**config.mk**
```make
export PLATFORM = sky130hd
export DESIGN_NAME = tmr_scrub_ctrl
export DESIGN_NICKNAME = d
export VERILOG_FILES = /design/src/rtl/tmr_scrub_ctrl.sv
export SDC_FILE = /design/constraint.sdc
export NUM_CORES = 1
export LEC_CHECK = 0
export CORE_MARGIN = 3
export CORE_UTILIZATION = 35
export CTS_CLUSTER_SIZE = 28
export DETAILED_ROUTE_END_ITERATION = 8
export DONT_BUFFER_PORTS = 1
export PLACE_DENSITY = 0.51
export SKIP_CTS_REPAIR_TIMING = 1
export SLEW_MARGIN = 0
export SYNTH_ARGS = -nofsm -noshare
export SYNTH_HDL_FRONTEND = slang
export SYNTH_SLANG_ARGS = --single-unit
```
**constraint.sdc**
```tcl
create_clock -name c -period 2.45 [get_ports c]
set_input_delay 0.245 -clock c [delete_from_list [all_inputs] [get_ports c]]
set_output_delay 0.245 -clock c [all_outputs]
set_load 0.1 [all_outputs]
```
**src/rtl/tmr_scrub_ctrl.sv**
```systemverilog
// tmr_scrub_ctrl: background scrubber for a bank of triplicated registers.
// Walks the bank one word at a time and votes the three copies bitwise.
// When a copy disagrees, it writes the voted word back to all three copies.
// User writes share the bank's single write port and always take priority.
module tmr_scrub_ctrl #(
  parameter int DW     = 8,
  parameter int NW     = 16,
  parameter int AW     = 4,
  parameter int PERIOD = 1024,
  parameter int CW     = 16
) (
  input  logic          c,
  input  logic          rn,
  input  logic          en,
  input  logic          clr,
  input  logic          uw_req,
  input  logic [AW-1:0] uw_addr,
  input  logic [DW-1:0] uw_data,
  output logic          uw_ack,
  output logic [AW-1:0] m_addr,
  output logic          m_we,
  output logic [DW-1:0] m_wd,
  input  logic [DW-1:0] m_q1,
  input  logic [DW-1:0] m_q2,
  input  logic [DW-1:0] m_q3,
  output logic          busy,
  output logic          pass_done,
  output logic          err_p,
  output logic [AW-1:0] err_addr,
  output logic [2:0]    fault_map,
  output logic [CW-1:0] err_cnt
);

  // Wait counter only needs to reach PERIOD-1.
  localparam int WCW = (PERIOD > 1) ? $clog2(PERIOD) : 1;
  localparam logic [WCW-1:0] WAIT_LAST = WCW'((PERIOD > 0) ? PERIOD - 1 : 0);
  localparam logic [AW-1:0]  LAST_WORD = AW'(NW - 1);

  typedef enum logic [2:0] {IDLE, RD, CHK, WR, NXT, WAIT} state_t;

  state_t              state_reg, state_next;
  logic [AW-1:0]       ptr_reg, ptr_next;
  logic [WCW-1:0]      wait_reg, wait_next;
  logic [DW-1:0]       wd_reg;
  logic                pass_done_reg, err_p_reg;
  logic [AW-1:0]       err_addr_reg;
  logic [2:0]          fault_map_reg;
  logic [CW-1:0]       err_cnt_reg;

  logic [2:0][DW-1:0]  q_in;
  logic [2:0][DW-1:0]  cap;
  logic [2:0]          diff;
  logic [DW-1:0]       vote;
  logic                mismatch;
  logic                hit;
  logic                record;
  logic                wrap;

  assign q_in = {m_q3, m_q2, m_q1};

  // Bitwise majority of the three captured copies.
  assign vote     = (cap[0] & cap[1]) | (cap[0] & cap[2]) | (cap[1] & cap[2]);
  assign mismatch = |diff;

  // A user write landing on the word being checked or repaired makes our captured data stale.
  assign hit = uw_req && (uw_addr == ptr_reg) && (state_reg == CHK || state_reg == WR);

  genvar gi;
  generate
    for (gi = 0; gi < 3; gi++) begin : g_copy
      logic [DW-1:0] cap_reg;

      // Capture one raw copy during an unstalled RD cycle.
      always_ff @(posedge c or negedge rn) begin
        if (!rn) begin
          cap_reg <= '0;
        end else if (state_reg == RD && !uw_req) begin
          cap_reg <= q_in[gi];
        end
      end

      assign cap[gi]  = cap_reg;
      assign diff[gi] = (cap_reg != vote);
    end
  endgenerate

  // State, pointer and wait counter registers.
  always_ff @(posedge c or negedge rn) begin
    if (!rn) begin
      state_reg <= IDLE;
      ptr_reg   <= '0;
      wait_reg  <= '0;
    end else begin
      state_reg <= state_next;
      ptr_reg   <= ptr_next;
      wait_reg  <= wait_next;
    end
  end

  // Next-state logic; any user request freezes the scrub sequence except for a collision.
  always_comb begin
    state_next = state_reg;
    ptr_next   = ptr_reg;
    wait_next  = wait_reg;
    record     = 1'b0;
    wrap       = 1'b0;
    case (state_reg)
      IDLE: begin
        if (!uw_req && en) state_next = RD;
      end
      RD: begin
        if (!uw_req) state_next = CHK;
      end
      CHK: begin
        if (hit) begin
          // The user data supersedes the repair, but the error is still reported.
          record     = mismatch;
          state_next = NXT;
        end else if (!uw_req) begin
          record     = mismatch;
          state_next = mismatch ? WR : NXT;
        end
      end
      WR: begin
        if (hit || !uw_req) state_next = NXT;
      end
      NXT: begin
        if (!uw_req) begin
          if (ptr_reg == LAST_WORD) begin
            ptr_next = '0;
            wrap     = 1'b1;
            if (PERIOD > 0) state_next = WAIT;
            else            state_next = en ? RD : IDLE;
          end else begin
            ptr_next   = ptr_reg + 1'b1;
            state_next = en ? RD : IDLE;
          end
        end
      end
      WAIT: begin
        if (!uw_req) begin
          if (!en) begin
            state_next = IDLE;
            wait_next  = '0;
          end else if (wait_reg == WAIT_LAST) begin
            state_next = RD;
            wait_next  = '0;
          end else begin
            wait_next = wait_reg + 1'b1;
          end
        end
      end
      default: state_next = IDLE;
    endcase
  end

  // Voted repair data, loaded when the check completes.
  always_ff @(posedge c or negedge rn) begin
    if (!rn) begin
      wd_reg <= '0;
    end else if (state_reg == CHK && !uw_req) begin
      wd_reg <= vote;
    end
  end

  // Error statistics and pulses; clear beats a coincident increment.
  always_ff @(posedge c or negedge rn) begin
    if (!rn) begin
      pass_done_reg <= 1'b0;
      err_p_reg     <= 1'b0;
      err_addr_reg  <= '0;
      fault_map_reg <= '0;
      err_cnt_reg   <= '0;
    end else begin
      pass_done_reg <= wrap;
      err_p_reg     <= record;
      if (record) err_addr_reg <= ptr_reg;
      if (clr) begin
        fault_map_reg <= '0;
        err_cnt_reg   <= '0;
      end else if (record) begin
        fault_map_reg <= diff;
        if (err_cnt_reg != '1) err_cnt_reg <= err_cnt_reg + 1'b1;
      end
    end
  end

  assign uw_ack    = uw_req;
  assign m_we      = uw_req || (state_reg == WR);
  assign m_addr    = uw_req ? uw_addr : ptr_reg;
  assign m_wd      = uw_req ? uw_data : wd_reg;
  assign busy      = (state_reg == RD) || (state_reg == CHK) ||
                     (state_reg == WR) || (state_reg == NXT);
  assign pass_done = pass_done_reg;
  assign err_p     = err_p_reg;
  assign err_addr  = err_addr_reg;
  assign fault_map = fault_map_reg;
  assign err_cnt   = err_cnt_reg;

endmodule

```
==> flow_summary.yaml <==
sta:
  hold_viol: 16
  rsz0062_at_grt: "yes"
  finalSetupTns_ns: -0.157
  whs_ns: -0.0463
  skew_ns: 0.00627
  setup_viol: 9
  worst-slew-pin-transition_ns: 0.917
  slew_headroom_pct: 38.9
  timing.final.crit_share_pct: 101
  period_minus_slack_ns: 2.48
  max_freq_ghz: 0.403
  slew_violations: 0
  setup_ws_ns: -0.0333
synthesis:
  synth_area_leaders: "dfrtp_1 (46%), mux2_2 (11%), o21ai_0 (5.3%), nand2_1 (4.2%), and3b_1 (3.0%)"
  synth_mux_area_share_pct: 11.2
  synth-edff-count: 0
  synth_warnings: 0
  synthFlopType: "dfrtp_1"
  yosys.area_share.adder_pct: 0.929
  synth_top_area_share_pct: 45.8
  synth_nets: 455
  yosys.area_share.simple_pct: 22.1
  syn_area_um2: 4040
  synth_xor_xnor_area_share_pct: 1.30
  yosys.area.top_type: "dfrtp_1"
  synth_top_family_by_area: "simple AND/OR/NAND/NOR gates"
  post-synth-top-count-cell: "dfrtp_1"
  yosysSeqAreaShare_pct: 45.8
  ys_ff_latch: 74
  synth_cell_types: 46
  ys_async_sr_fraction_pct: 100
  synth-compound-area-share_pct: 16.4
  syn-instance-count: 411
  synth_area_per_cell_um2: 9.83
  synth_commonest_cells: "dfrtp_1 (74), nand2_1 (45), o21ai_0 (43)"
cells_and_area:
  layout-drive-gt1-share_pct: 28.9
  area_growth_pct: 24.4
  n_antenna_cell: 0
  nets: 513
  largest_register_ffs: 24
setup_path:
  crit_path_end_kind: "register"
  worstPathCellList: "buf_4, buf_4, a21o_1, a22oi_1, nand2_1, or4_4, a21oi_4, nor3_1, mux2_4"
  criticalPathCategory: "reg -> reg"
  cp.required_ns: 2.68
  max_stage_delay_ns: 0.57
  worstPathArrival_ns: 2.71
  worst-path-max-fanout: 4
  critPathLaunchType: "register"
  worst_path_most_repeated_cell: "buf_4"
  critPathSlowestCell: "or4_4"
clock_network:
  tritoncts: "done"
  clock_sinks: 74
  cts-root-buf: "clkbuf_16"
  cts_made_buffers: 9
  clk_latency_ns: 0.34
  cts.clk_slew.worst_paths_ns: 0.06
  clk_path_buf_depth: 2
  cts_htree_levels: 3
placement:
  post-place-ws_ns: -0.189
  hpwlAfterDp_mm: 7.01
  port_buffers: 0
  gp_congestion: 0.770
floorplan:
  initial_utilization_pct: 36.5
  core_area_um2: 11100
  die-area_um2: 12900
  die_w_um: 113
  num_rows: 38
  die_h_um: 113
  io_pins: 81
grt:
  antenna_found_initial: 0
  grt.total_usage_pct: 16.6
  grt_pass1_wl_mm: 16.7
  grt_max_degree: 75
  grt-ovfl-total: 0
  grt_pass1_vias: 3340
drt:
  drcViolationCount: 0
  top_layer: "met4"
  wl_met2_mm: 4.64
  drt_iter0_drc: 104
  wl_met1_mm: 4.60
  num_vias: 3282
  viasPerCell: 5.35
  dr_wl_met3_um: 575
  postRouteAntennaNets: 0
  wl_per_cell_um: 16.2
  firstDrtPassIters: 4
  wirelength_mm: 9.96
power:
  p_comb_share_pct: 47.8
  seqPwrFrac_pct: 33.9
  power-per-cell-area_nw_per_um2: 1310
  p_sw_uw: 2930
  internal_power_uw: 3650
  leakagePower_uw: 0.00216
  p_sw_share_pct: 44.5
  clock_power_share_pct: 18.3
  ir_drop_uv: 776
run_status:
  violations: "hold timing, setup timing"
  status: "finished with violations"
hold_path:
  min_path_type: "in -> reg"
flow_run:
  cap_violations: 0
-- area by class of cell --
type,instances,area [µm²]
multi-input cells,316,2200
flip-flops and latches,74,1860
clock buffers,13,250
repair buffers,64,510
fillers,1062,6050
clock inverters,3,15.0
inverters,4,15.0
well taps,140,175
-- layer usage --
metal / global-route usage (%) / vias to the layer above
met4: 5.37 / 0
met5: 0 / -
met1: 21.0 / 1563
met2: 26.0 / 62
met3: 6.53 / 9
li1: - / 1648
-- metrics by stage --
step	cell area, µm²	instances	power, µW	util [%]
after global placement	4600	593	5120	41.6
final	5030	614	6580	45.4
after global routing	5030	614	7050	45.4
after CTS	4870	609	6430	44.0
after detailed placement	4600	593	5180	41.6
after floorplan	4050	411	4280	-
-- power by group through the flow --
stage	Sequential, µW	Clock (µW)	Combinational [µW]
2_1_floorplan	2420	0	1860
3_3_place_gp	2230	0	2890
3_5_place_dp	2250	0	2920
4_1_cts	2230	1250	2940
5_1_grt	2300	1310	3440
6_report	2230	1210	3140
-- logic make-up after synthesis --
| logic type | after synthesis |
|---|---|
| buffers and inverters | 21 |
| xor gates and xnor gates | 6 |
| DFF | 74 |
| muxes | 40 |
| AOI/OAI and AO/OA | 109 |
| and+or+nand+nor | 158 |
| adders and majority gates | 3 |
-- cells in the final DEF, fill, tap and decap left out, types with 2 or more instances in the layout --
| cell type | count |
|---|---|
| o22a_1 | 2 |
| a2111oi_2 | 2 |
| a2111oi_4 | 2 |
| dfrtp_1 | 68 |
| clkinv_2 | 3 |
| o31ai_1 | 9 |
| nand4_1 | 5 |
| xor2_1 | 4 |
| nor4_2 | 2 |
| buf_4 | 60 |
| clkbuf_1 | 3 |
| a21oi_1 | 22 |
| mux2_2 | 39 |
| dfrtp_2 | 6 |
| a21o_1 | 11 |
| clkbuf_16 | 9 |
| and4_1 | 3 |
| nor3_1 | 5 |
| inv_1 | 4 |
| nor2_1 | 10 |
| nand2b_1 | 5 |
| or3_1 | 13 |
| o21ai_1 | 6 |
| nor2b_1 | 8 |
| nand3_1 | 15 |
| a22oi_1 | 3 |
| nor4_1 | 4 |
| nor3b_1 | 15 |
| ha_1 | 3 |
| and3_1 | 6 |
| and3b_1 | 14 |
| nand2_1 | 44 |
| o21a_1 | 2 |
| buf_6 | 2 |
| o21ai_0 | 43 |
-- path summary, 6_finish.rpt --
path / cells after the start / from / to / slack (ns)
worst max-delay path: 9 / g_copy[0].cap_reg[3] / err_cnt[7] / -0.03
worst min-delay path: 1 / clr / err_cnt[9] / -0.05
worst max register to register: 9 / g_copy[0].cap_reg[3] / err_cnt[7] / -0.03
worst min register to register: 2 / wd_reg[3] / wd_reg[3] / 0.47
max in group asynchronous: 2 / rn / g_copy[0].cap_reg[7] / 1.66
min in group asynchronous: 2 / rn / wait_reg[9] / 0.46
-- critical path: cells and delay by family, from the launching register on --
kind	cells	cell delay, ns
multiplexers	1	0.30
AND/OR/NAND/NOR	3	0.81
AO/OA/AOI/OAI	3	0.60
buffers and inverters	2	0.28
flip-flops	1	0.38
Power figures use the tool's default switching activity.
